**config.mk**
```make
export PLATFORM = sky130hd
export DESIGN_NAME = clock_ctrl_flat
export DESIGN_NICKNAME = d
export VERILOG_FILES = /design/src/rtl/clock_ctrl_if.sv /design/src/rtl/clock_ctrl.sv /design/src/flat_wrapper.sv
export SDC_FILE = /design/constraint.sdc
export NUM_CORES = 1
export LEC_CHECK = 0
export ABC_AREA = 0
export CORE_MARGIN = 5
export CORE_UTILIZATION = 53
export DETAILED_ROUTE_END_ITERATION = 8
export MAX_ROUTING_LAYER = met4
export PLACE_DENSITY = 0.95
export SLEW_MARGIN = 5
export SYNTH_ARGS = -nofsm -noshare
export SYNTH_HDL_FRONTEND = slang
export SYNTH_SLANG_ARGS = --single-unit
```
**constraint.sdc**
```tcl
create_clock -name clk -period 5.8 [get_ports clk]
set_input_delay 1.74 -clock clk [delete_from_list [all_inputs] [get_ports clk]]
set_output_delay 1.74 -clock clk [all_outputs]
set_load 0.02 [all_outputs]
```
**src/rtl/clock_ctrl_if.sv**
```systemverilog
// Signal bundle between the button/counter side and the clock_ctrl sequencer.
// slave is the controller view, master is the view of the blocks around it.
interface clock_ctrl_if;
  logic       btn_mode;
  logic       btn_inc;
  logic       btn_stop;
  logic       btn_snooze;
  logic [7:0] hh_in;
  logic [7:0] mm_in;
  logic [7:0] ss_in;
  logic       pm_in;
  logic       alarm_en;
  logic       al_we;
  logic [7:0] al_hh;
  logic [7:0] al_mm;
  logic       al_pm;
  logic       tick;
  logic       load;
  logic [7:0] ld_hh;
  logic [7:0] ld_mm;
  logic       ld_pm;
  logic [1:0] mode;
  logic       buzzer;
  logic       snoozing;

  modport master (
    output btn_mode, btn_inc, btn_stop, btn_snooze,
    output hh_in, mm_in, ss_in, pm_in,
    output alarm_en, al_we, al_hh, al_mm, al_pm,
    input  tick, load, ld_hh, ld_mm, ld_pm, mode, buzzer, snoozing
  );

  modport slave (
    input  btn_mode, btn_inc, btn_stop, btn_snooze,
    input  hh_in, mm_in, ss_in, pm_in,
    input  alarm_en, al_we, al_hh, al_mm, al_pm,
    output tick, load, ld_hh, ld_mm, ld_pm, mode, buzzer, snoozing
  );
endinterface

```
**src/rtl/clock_ctrl.sv**
```systemverilog
// Sequencer for a 12-hour hh:mm:ss counter: 1 Hz tick prescaler, time-set FSM with
// shadow edit and one-cycle parallel load, and alarm ring/snooze FSM. All outputs registered.
module clock_ctrl #(
  parameter int unsigned TICK_DIV    = 4,
  parameter int unsigned RING_SECS   = 60,
  parameter int unsigned SNOOZE_SECS = 300
) (
  input logic         clk,
  input logic         reset,
  clock_ctrl_if.slave io_bus
);

  localparam int unsigned PreW   = (TICK_DIV > 1) ? $clog2(TICK_DIV) : 1;
  localparam int unsigned CntMax = (RING_SECS > SNOOZE_SECS) ? RING_SECS : SNOOZE_SECS;
  localparam int unsigned CntW   = $clog2(CntMax + 1);

  localparam logic [PreW-1:0] PreLast    = PreW'(TICK_DIV - 1);
  localparam logic [CntW-1:0] RingLast   = CntW'(RING_SECS - 1);
  localparam logic [CntW-1:0] SnoozeLast = CntW'(SNOOZE_SECS - 1);

  typedef enum logic [1:0] {
    StRun    = 2'd0,
    StSetHh  = 2'd1,
    StSetMm  = 2'd2,
    StCommit = 2'd3
  } set_st_e;

  typedef enum logic [1:0] {
    StAlIdle   = 2'd0,
    StAlRing   = 2'd1,
    StAlSnooze = 2'd2
  } al_st_e;

  set_st_e         r_mode;
  logic [PreW-1:0] r_pre;
  logic            r_tick;
  logic            r_load;
  logic [7:0]      r_sh_hh;
  logic [7:0]      r_sh_mm;
  logic            r_sh_pm;

  logic [7:0]      r_al_hh;
  logic [7:0]      r_al_mm;
  logic            r_al_pm;

  al_st_e          r_al_st;
  logic [CntW-1:0] r_cnt;
  logic            r_match;
  logic            r_buzzer;
  logic            r_snoozing;

  logic [7:0]      w_hh_inc;
  logic            w_pm_inc;
  logic [7:0]      w_mm_inc;
  logic            w_al_wr_ok;
  logic            w_match;
  logic            w_trigger;

  // Hour wheel 12 -> 1 -> ... -> 11 -> 12; AM/PM flips entering 12.
  always_comb begin
    w_hh_inc = r_sh_hh + 8'd1;
    w_pm_inc = r_sh_pm;
    if (r_sh_hh >= 8'd12) begin
      w_hh_inc = 8'd1;
    end else if (r_sh_hh == 8'd11) begin
      w_hh_inc = 8'd12;
      w_pm_inc = ~r_sh_pm;
    end
  end

  assign w_mm_inc = (r_sh_mm >= 8'd59) ? 8'd0 : r_sh_mm + 8'd1;

  // Prescaler and time-set FSM. Leaving RUN clears the prescaler so the first tick back
  // in RUN lands a full TICK_DIV cycles later.
  always_ff @(posedge clk) begin
    if (reset) begin
      r_mode  <= StRun;
      r_pre   <= '0;
      r_tick  <= 1'b0;
      r_load  <= 1'b0;
      r_sh_hh <= 8'd12;
      r_sh_mm <= 8'd0;
      r_sh_pm <= 1'b0;
    end else begin
      r_tick <= 1'b0;
      r_load <= 1'b0;
      unique case (r_mode)
        StRun: begin
          if (io_bus.btn_mode) begin
            r_mode  <= StSetHh;
            r_pre   <= '0;
            r_sh_hh <= io_bus.hh_in;
            r_sh_mm <= io_bus.mm_in;
            r_sh_pm <= io_bus.pm_in;
          end else if (r_pre == PreLast) begin
            r_pre  <= '0;
            r_tick <= 1'b1;
          end else begin
            r_pre <= r_pre + 1'b1;
          end
        end
        StSetHh: begin
          if (io_bus.btn_mode) begin
            r_mode <= StSetMm;
          end else if (io_bus.btn_inc) begin
            r_sh_hh <= w_hh_inc;
            r_sh_pm <= w_pm_inc;
          end
        end
        StSetMm: begin
          if (io_bus.btn_mode) begin
            r_mode <= StCommit;
            r_load <= 1'b1;
          end else if (io_bus.btn_inc) begin
            r_sh_mm <= w_mm_inc;
          end
        end
        StCommit: r_mode <= StRun;
        default:  r_mode <= StRun;
      endcase
    end
  end

  assign w_al_wr_ok = io_bus.al_we && (io_bus.al_hh != 8'd0) && (io_bus.al_hh <= 8'd12) &&
                      (io_bus.al_mm <= 8'd59);

  always_ff @(posedge clk) begin
    if (reset) begin
      r_al_hh <= 8'd12;
      r_al_mm <= 8'd0;
      r_al_pm <= 1'b0;
    end else if (w_al_wr_ok) begin
      r_al_hh <= io_bus.al_hh;
      r_al_mm <= io_bus.al_mm;
      r_al_pm <= io_bus.al_pm;
    end
  end

  assign w_match = io_bus.alarm_en && (r_mode == StRun) && (io_bus.hh_in == r_al_hh) &&
                   (io_bus.mm_in == r_al_mm) && (io_bus.ss_in == 8'd0) &&
                   (io_bus.pm_in == r_al_pm);
  assign w_trigger = w_match && !r_match;

  // Alarm FSM; ring/snooze durations are counted in ticks, so they freeze while setting time.
  always_ff @(posedge clk) begin
    if (reset) begin
      r_al_st    <= StAlIdle;
      r_cnt      <= '0;
      r_match    <= 1'b0;
      r_buzzer   <= 1'b0;
      r_snoozing <= 1'b0;
    end else begin
      r_match <= w_match;
      if (!io_bus.alarm_en) begin
        r_al_st    <= StAlIdle;
        r_cnt      <= '0;
        r_buzzer   <= 1'b0;
        r_snoozing <= 1'b0;
      end else begin
        unique case (r_al_st)
          StAlIdle: begin
            if (w_trigger) begin
              r_al_st  <= StAlRing;
              r_cnt    <= '0;
              r_buzzer <= 1'b1;
            end
          end
          StAlRing: begin
            if (io_bus.btn_stop) begin
              r_al_st  <= StAlIdle;
              r_buzzer <= 1'b0;
            end else if (io_bus.btn_snooze) begin
              r_al_st    <= StAlSnooze;
              r_cnt      <= '0;
              r_buzzer   <= 1'b0;
              r_snoozing <= 1'b1;
            end else if (r_tick) begin
              if (r_cnt == RingLast) begin
                r_al_st  <= StAlIdle;
                r_cnt    <= '0;
                r_buzzer <= 1'b0;
              end else begin
                r_cnt <= r_cnt + 1'b1;
              end
            end
          end
          StAlSnooze: begin
            if (io_bus.btn_stop) begin
              r_al_st    <= StAlIdle;
              r_snoozing <= 1'b0;
            end else if (r_tick) begin
              if (r_cnt == SnoozeLast) begin
                r_al_st    <= StAlRing;
                r_cnt      <= '0;
                r_buzzer   <= 1'b1;
                r_snoozing <= 1'b0;
              end else begin
                r_cnt <= r_cnt + 1'b1;
              end
            end
          end
          default: begin
            r_al_st    <= StAlIdle;
            r_buzzer   <= 1'b0;
            r_snoozing <= 1'b0;
          end
        endcase
      end
    end
  end

  assign io_bus.tick     = r_tick;
  assign io_bus.load     = r_load;
  assign io_bus.ld_hh    = r_sh_hh;
  assign io_bus.ld_mm    = r_sh_mm;
  assign io_bus.ld_pm    = r_sh_pm;
  assign io_bus.mode     = r_mode;
  assign io_bus.buzzer   = r_buzzer;
  assign io_bus.snoozing = r_snoozing;

endmodule

```
**src/flat_wrapper.sv**
```systemverilog
// flat-port wrapper written by rule: the top's interface ports become plain ports
module clock_ctrl_flat 
#(
  parameter int unsigned TICK_DIV    = 4,
  parameter int unsigned RING_SECS   = 60,
  parameter int unsigned SNOOZE_SECS = 300
)
  (clk, reset, io_bus_btn_mode, io_bus_btn_inc, io_bus_btn_stop, io_bus_btn_snooze, io_bus_hh_in, io_bus_mm_in, io_bus_ss_in, io_bus_pm_in, io_bus_alarm_en, io_bus_al_we, io_bus_al_hh, io_bus_al_mm, io_bus_al_pm, io_bus_tick, io_bus_load, io_bus_ld_hh, io_bus_ld_mm, io_bus_ld_pm, io_bus_mode, io_bus_buzzer, io_bus_snoozing);
  clock_ctrl_if io_bus_i ();
  input logic clk;
  input logic reset;
  input wire logic [$bits(io_bus_i.btn_mode)-1:0] io_bus_btn_mode;
  input wire logic [$bits(io_bus_i.btn_inc)-1:0] io_bus_btn_inc;
  input wire logic [$bits(io_bus_i.btn_stop)-1:0] io_bus_btn_stop;
  input wire logic [$bits(io_bus_i.btn_snooze)-1:0] io_bus_btn_snooze;
  input wire logic [$bits(io_bus_i.hh_in)-1:0] io_bus_hh_in;
  input wire logic [$bits(io_bus_i.mm_in)-1:0] io_bus_mm_in;
  input wire logic [$bits(io_bus_i.ss_in)-1:0] io_bus_ss_in;
  input wire logic [$bits(io_bus_i.pm_in)-1:0] io_bus_pm_in;
  input wire logic [$bits(io_bus_i.alarm_en)-1:0] io_bus_alarm_en;
  input wire logic [$bits(io_bus_i.al_we)-1:0] io_bus_al_we;
  input wire logic [$bits(io_bus_i.al_hh)-1:0] io_bus_al_hh;
  input wire logic [$bits(io_bus_i.al_mm)-1:0] io_bus_al_mm;
  input wire logic [$bits(io_bus_i.al_pm)-1:0] io_bus_al_pm;
  output wire logic [$bits(io_bus_i.tick)-1:0] io_bus_tick;
  output wire logic [$bits(io_bus_i.load)-1:0] io_bus_load;
  output wire logic [$bits(io_bus_i.ld_hh)-1:0] io_bus_ld_hh;
  output wire logic [$bits(io_bus_i.ld_mm)-1:0] io_bus_ld_mm;
  output wire logic [$bits(io_bus_i.ld_pm)-1:0] io_bus_ld_pm;
  output wire logic [$bits(io_bus_i.mode)-1:0] io_bus_mode;
  output wire logic [$bits(io_bus_i.buzzer)-1:0] io_bus_buzzer;
  output wire logic [$bits(io_bus_i.snoozing)-1:0] io_bus_snoozing;
  assign io_bus_i.btn_mode = io_bus_btn_mode;
  assign io_bus_i.btn_inc = io_bus_btn_inc;
  assign io_bus_i.btn_stop = io_bus_btn_stop;
  assign io_bus_i.btn_snooze = io_bus_btn_snooze;
  assign io_bus_i.hh_in = io_bus_hh_in;
  assign io_bus_i.mm_in = io_bus_mm_in;
  assign io_bus_i.ss_in = io_bus_ss_in;
  assign io_bus_i.pm_in = io_bus_pm_in;
  assign io_bus_i.alarm_en = io_bus_alarm_en;
  assign io_bus_i.al_we = io_bus_al_we;
  assign io_bus_i.al_hh = io_bus_al_hh;
  assign io_bus_i.al_mm = io_bus_al_mm;
  assign io_bus_i.al_pm = io_bus_al_pm;
  assign io_bus_tick = io_bus_i.tick;
  assign io_bus_load = io_bus_i.load;
  assign io_bus_ld_hh = io_bus_i.ld_hh;
  assign io_bus_ld_mm = io_bus_i.ld_mm;
  assign io_bus_ld_pm = io_bus_i.ld_pm;
  assign io_bus_mode = io_bus_i.mode;
  assign io_bus_buzzer = io_bus_i.buzzer;
  assign io_bus_snoozing = io_bus_i.snoozing;
  clock_ctrl #(.TICK_DIV(TICK_DIV), .RING_SECS(RING_SECS), .SNOOZE_SECS(SNOOZE_SECS)) u_core (.clk(clk), .reset(reset), .io_bus(io_bus_i));
endmodule
```
# Word-level counts from Yosys, hierarchy flattened
# Cells that the tools add are included.
totals:
  inputBits: 50
  output_inout_bits: 23
  word_cells: 146
  register_bits: 54
classes:
  add_sub_neg: 4
  n_reduce_logical: 28
  magnitude_cmp: 4
  n_bitwise: 5
  n_eq_ne: 32
  n_mux: 58
ops:
  columns: ["op", "count"]
  rows:
  - ["$mux 8", 9]
  - ["$mux 9", 8]
  - ["$pmux 8 s2", 2]
  - ["$pmux 9 s3", 1]
  - ["$mux 2", 13]
  - ["$ne 2x2->1 const B", 11]
  - ["$mux 1", 20]
  - ["$reduce_and 6->1", 3]
  - ["$add 8x1->8 const B", 2]
  - ["$eq 8x8->1", 2]
  - ["$reduce_and 5->1", 2]
  - ["$add 9x1->9 const B", 1]
  - ["$eq 9x6->1 const B", 1]
  - ["$eq 9x9->1 const B", 1]
  - ["$logic_and 1x1->1", 9]
  - ["$ne 3x2->1 const B", 3]
  - ["$eq 2x2->1 const B", 4]
  - ["$eq 8x4->1 const B", 1]
  - ["$ge 8x4->1 const B", 1]
  - ["$ge 8x6->1 const B", 1]
  - ["$le 8x4->1 const B", 1]
  - ["$le 8x6->1 const B", 1]
  - ["$logic_not 8->1", 1]
  - ["$ne 2x1->1 const B", 4]
  - ["other kinds (18)", 29]

# Logic depth before layout (Yosys ltp)
depth:
  depth_word: 9
  ltp_mapped: 10
  mapped_depth_nobuf: 8

# Worst setup path before layout
# OpenSTA, ideal clock, no wires.
synth_path:
  path_type: "input port to flip-flop"
  startpoint: "input port io_bus_hh_in[3]"
  endpoint: "register u_core.r_cnt[5]"
  n_path_buf: 1
  setup_time_ps: 117
  cell_stages: 7
  arrival_ps: 3257
  path_slack_ps: 2426
  required_ps: 5683
  cell_sequence: "xor2_1 > nor4_1 > nand3_1 > o41ai_4 > buf_6 > nand3_1 > a32o_1"
synth_between:
  elab_chain_len: 8
synth_rtl:
  columns: ["item", "line", "source"]
  rows:
  - ["start, declared", "flat_wrapper.sv:16", "input wire logic [$bits(io_bus_i.hh_in)-1:0] io_bus_hh_in;"]
  - ["$eq 8x8->1", "clock_ctrl.sv:139", "assign w_match = io_bus.alarm_en && (r_mode == StRun) && (io_bus.hh_in == r_al_hh) &&"]
  - ["$logic_and 1x1->1 (2 in series)", "clock_ctrl.sv:139", null]
  - ["$logic_and 1x1->1 (2 in series)", "clock_ctrl.sv:140", "(io_bus.mm_in == r_al_mm) && (io_bus.ss_in == 8'd0) &&"]
  - ["$logic_and 1x1->1", "clock_ctrl.sv:142", "assign w_trigger = w_match && !r_match;"]
  - ["$ne 2x1->1 (no source line)", null, null]
  - ["$reduce_and 6->1 (no source line)", null, null]
  - ["end signal, assigned", "clock_ctrl.sv:183", "r_cnt <= r_cnt + 1'b1;"]
  - ["end signal, assigned", "clock_ctrl.sv:198", "r_cnt <= r_cnt + 1'b1;"]
  - ["end, declared", "clock_ctrl.sv:47", "logic [CntW-1:0] r_cnt;"]
# No other way between the ends.
# A chain may end at the register's enable or synchronous reset.

# Worst setup path after layout
layout_path:
  startpoint: "input port io_bus_hh_in[1]"
  endpoint: "register u_core.r_cnt[6]"
# The elaborated chain is that of the path after synthesis.

==> run summary <==
status = complete, no violations
Seq/Total Area, Yosys = 0.3649
Critical Path Source = io_bus_hh_in[1]
diode count = 0
Final Hold Fails = 0
initial drt markers = 189
top cells by count, synth = 54 x dfxtp_1, 34 x nor2_1, 20 x a21oi_1, 18 x nand2_1
post-synth top area cell = dfxtp_1
Hold Path Cell Cnt = 2
Post-Layout Cell Count = 485
Clock Tree Buf Depth = 2
min Tclk post-route = 4.150 ns
post-CTS setup buffer count = 0
drt drc = 0
GRT Overall Usage = 0.2198
vias in the first global route = 2701
buffers added on ports = 72
DIE WIDTH = 84.77 um
HP Class = flop to flop
post_cts resized = 0
max incr delay on CP = 0.82 ns
Highest Clock Rate = 241.0 MHz
GP Congestion = 0.9631
routed len/inst = 15.76 um
fin worst setup slack = 1.650 ns
P per Cell Area = 284.7 nW/um^2
clock transition at the registers of the reported paths = 0.10 ns
setup violators final = 0
Final Cycle Share = 0.7155
largest cells by area after synthesis = dfxtp_1 36%, ha_1 5.5%, xor2_1 5.0%, nor2_1 4.3%, mux2i_1 3.7%
clock insertion delay at the later pin of the skew report = 0.32 ns
Final ANT Viol Nets = 0
largest net degree at the start of global routing = 37
Startpoint Class = input pin
Top delay family on crit path = compound AO/OA/AOI/OAI gates
initial antenna violation count = 0
worst slack, placed = 1.357 ns
worst r2r src = u_core.r_al_mm[3]
EDFF count, synth = 0
drt first pass iters = 5
WP depth = 7
Num CTS Buffers = 5
Warnings, synthesis = 0
CP Capture Type = flop
Area Growth Syn to Fin = 29.10%
Routed Wire Length = 7642 um
Max Cap Viol = 0
Reg2Reg Depth = 6
Mapped Cells = 347
DP HPWL = 5769 um
worst-path maximum fanout = 17
count leader, synth = dfxtp_1
Initial Util = 0.5414
core area = 5473 um^2
syn_nets = 410
Synth Area per Inst = 8.538 um^2
die area = 7186 um^2
vias = 2845
first-pass GRT wire length = 12640 um
fraction of layout cells with a size suffix above 1 = 0.04358
setup TNS = 0 ns
H-tree depth = 2
Reg2Reg Setup Slack = 3.18 ns
slowest CP cell = o41ai_4
Max VDD drop = 0.1761 mV
Slew @ Worst Pin = 1.153 ns
Most used DFF post-synth = dfxtp_1
Critical Path End = u_core.r_cnt[6]
relative max-transition margin = 0.2271
Placement Rows = 27
synthesis-stage register bit count = 54
fraction of registers with async set/reset = 0
synthesized area = 2963 um^2
CP Class = input pin to flop
Yosys cell types = 56
FF-to-FF End = u_core.r_cnt[6]
CTS sink cnt = 54
critical path arrival = 4.41 ns
Clock Skew = 0.01036 ns
Nets = 475
Slew Limit Fails = 0
cell-by-cell listing of the critical path = clkdlybuf4s50_1, xor2_1, nor4_1, nand3_1, o41ai_4, and3_1, a32o_1
dpl cells = 477
CP required = 6.06 ns
I/O pin count = 73
crit path buf inv count = 1
Hold Worst Slack = 0.4859 ns
die height = 84.77 um
DR vias/cell = 5.866
# hold bufs at CTS = 0
post-synth top area share = 0.3649
total gr overflow = 0
unrepaired setup endpoints after global routing = no
clk root buf = clkbuf_8
Leak Pwr = 1.492 nW
CTS tree = done
[registers in the layout, summed over array words and instances (netlist names), 2 cells and up]
signal / count
u_core.r_al_mm: 8
u_core.io_bus.ld_mm: 8
u_core.r_al_hh: 8
u_core.r_pre: 2
u_core.io_bus.ld_hh: 8
u_core.r_cnt: 9
u_core.r_al_st: 2
u_core.io_bus.mode: 2
[logic make-up after synthesis]
family | Yosys count | synth area share
AND/OR/NAND/NOR | 137 | 0.2428
AO/OA/AOI/OAI | 82 | 0.2019
flip-flops | 54 | 0.3649
buffers and inverters | 32 | 0.04519
XOR/XNOR | 18 | 0.05321
adder cells (fa/ha/maj) | 13 | 0.05490
multiplexers | 11 | 0.03716
[worst min path at each step]
stage	endpoint	slack (ns)	from
finish	u_core.io_bus.ld_pm	0.49	u_core.io_bus.ld_pm
global route	u_core.r_al_hh[5]	0.50	u_core.r_al_hh[5]
CTS	u_core.io_bus.ld_pm	0.49	u_core.io_bus.ld_pm
detailed placement	u_core.r_al_mm[6]	0.47	u_core.r_al_mm[6]
global placement	u_core.r_pre[1]	0.46	u_core.r_pre[1]
floorplan	u_core.r_pre[1]	0.45	u_core.r_pre[1]
[through the flow]
stage	cell area [um^2]	power, mW	utilization
4_1_cts	3825	1.091	0.6989
6_report	3825	1.089	0.6989
5_1_grt	3825	1.153	0.6989
2_1_floorplan	2963	0.6791	-
3_3_place_gp	3716	0.8274	0.6790
3_5_place_dp	3716	0.8378	0.6790
[routing by layer]
metal  up-vias  GRT usage  wire [um]
met5         -          -          0
met4         0    0.06187        127
met3        15    0.06183        625
met2       121     0.3609       3720
met1      1319     0.2631       3168
li1       1390          -          -
[layout by cell type (no fill, tap or decap), drive strengths merged, types with 3 or more instances in the layout]
cell           netlist  routed
o211ai               3       3
nor2b                9       9
o221ai               4       4
dfxtp               54      54
clkdlybuf4s50        0      72
o21a                 3       3
a211oi               4       4
clkbuf               8       5
mux2i               11      11
xor2                17      17
nor3b                4       4
and2                 8       8
and3                 8       8
a31oi                3       3
a21oi               20      20
nand2               19      19
a21o                 3       3
nand2b               4       4
a211o                3       3
inv                 17      17
nor2                34      34
nor4                10      10
nor3                13      13
ha                  13      13
o21ai               14      14
a32o                 6       6
nand3               15      15
nand4                5       5
[power by group]
group / leakage [nW] / total [mW] / switching, mW / internal [mW]
Sequential: 0.438 / 0.455 / 0.0471 / 0.407
Clock: 0.0579 / 0.255 / 0.128 / 0.127
Combinational: 0.996 / 0.379 / 0.210 / 0.169
Total: 1.49 / 1.09 / 0.385 / 0.704
[final cells by class]
type	instances	area [um^2]
multi-input cells	261	1753
fillers	440	1648
flip-flops and latches	54	1081
repair buffers	73	728.2
well taps	72	90.09
clock buffers	5	68.82
inverters	17	63.81
clock inverters	3	40.04
[worst register-to-register path: cells and delay by family, from the launching register on]
kind	cells	cell delay (ns)
compound gates	2	1.08
simple gates	3	0.96
flops	1	0.35
xor+xnor	1	0.18
(Power assumes the default switching activity.)
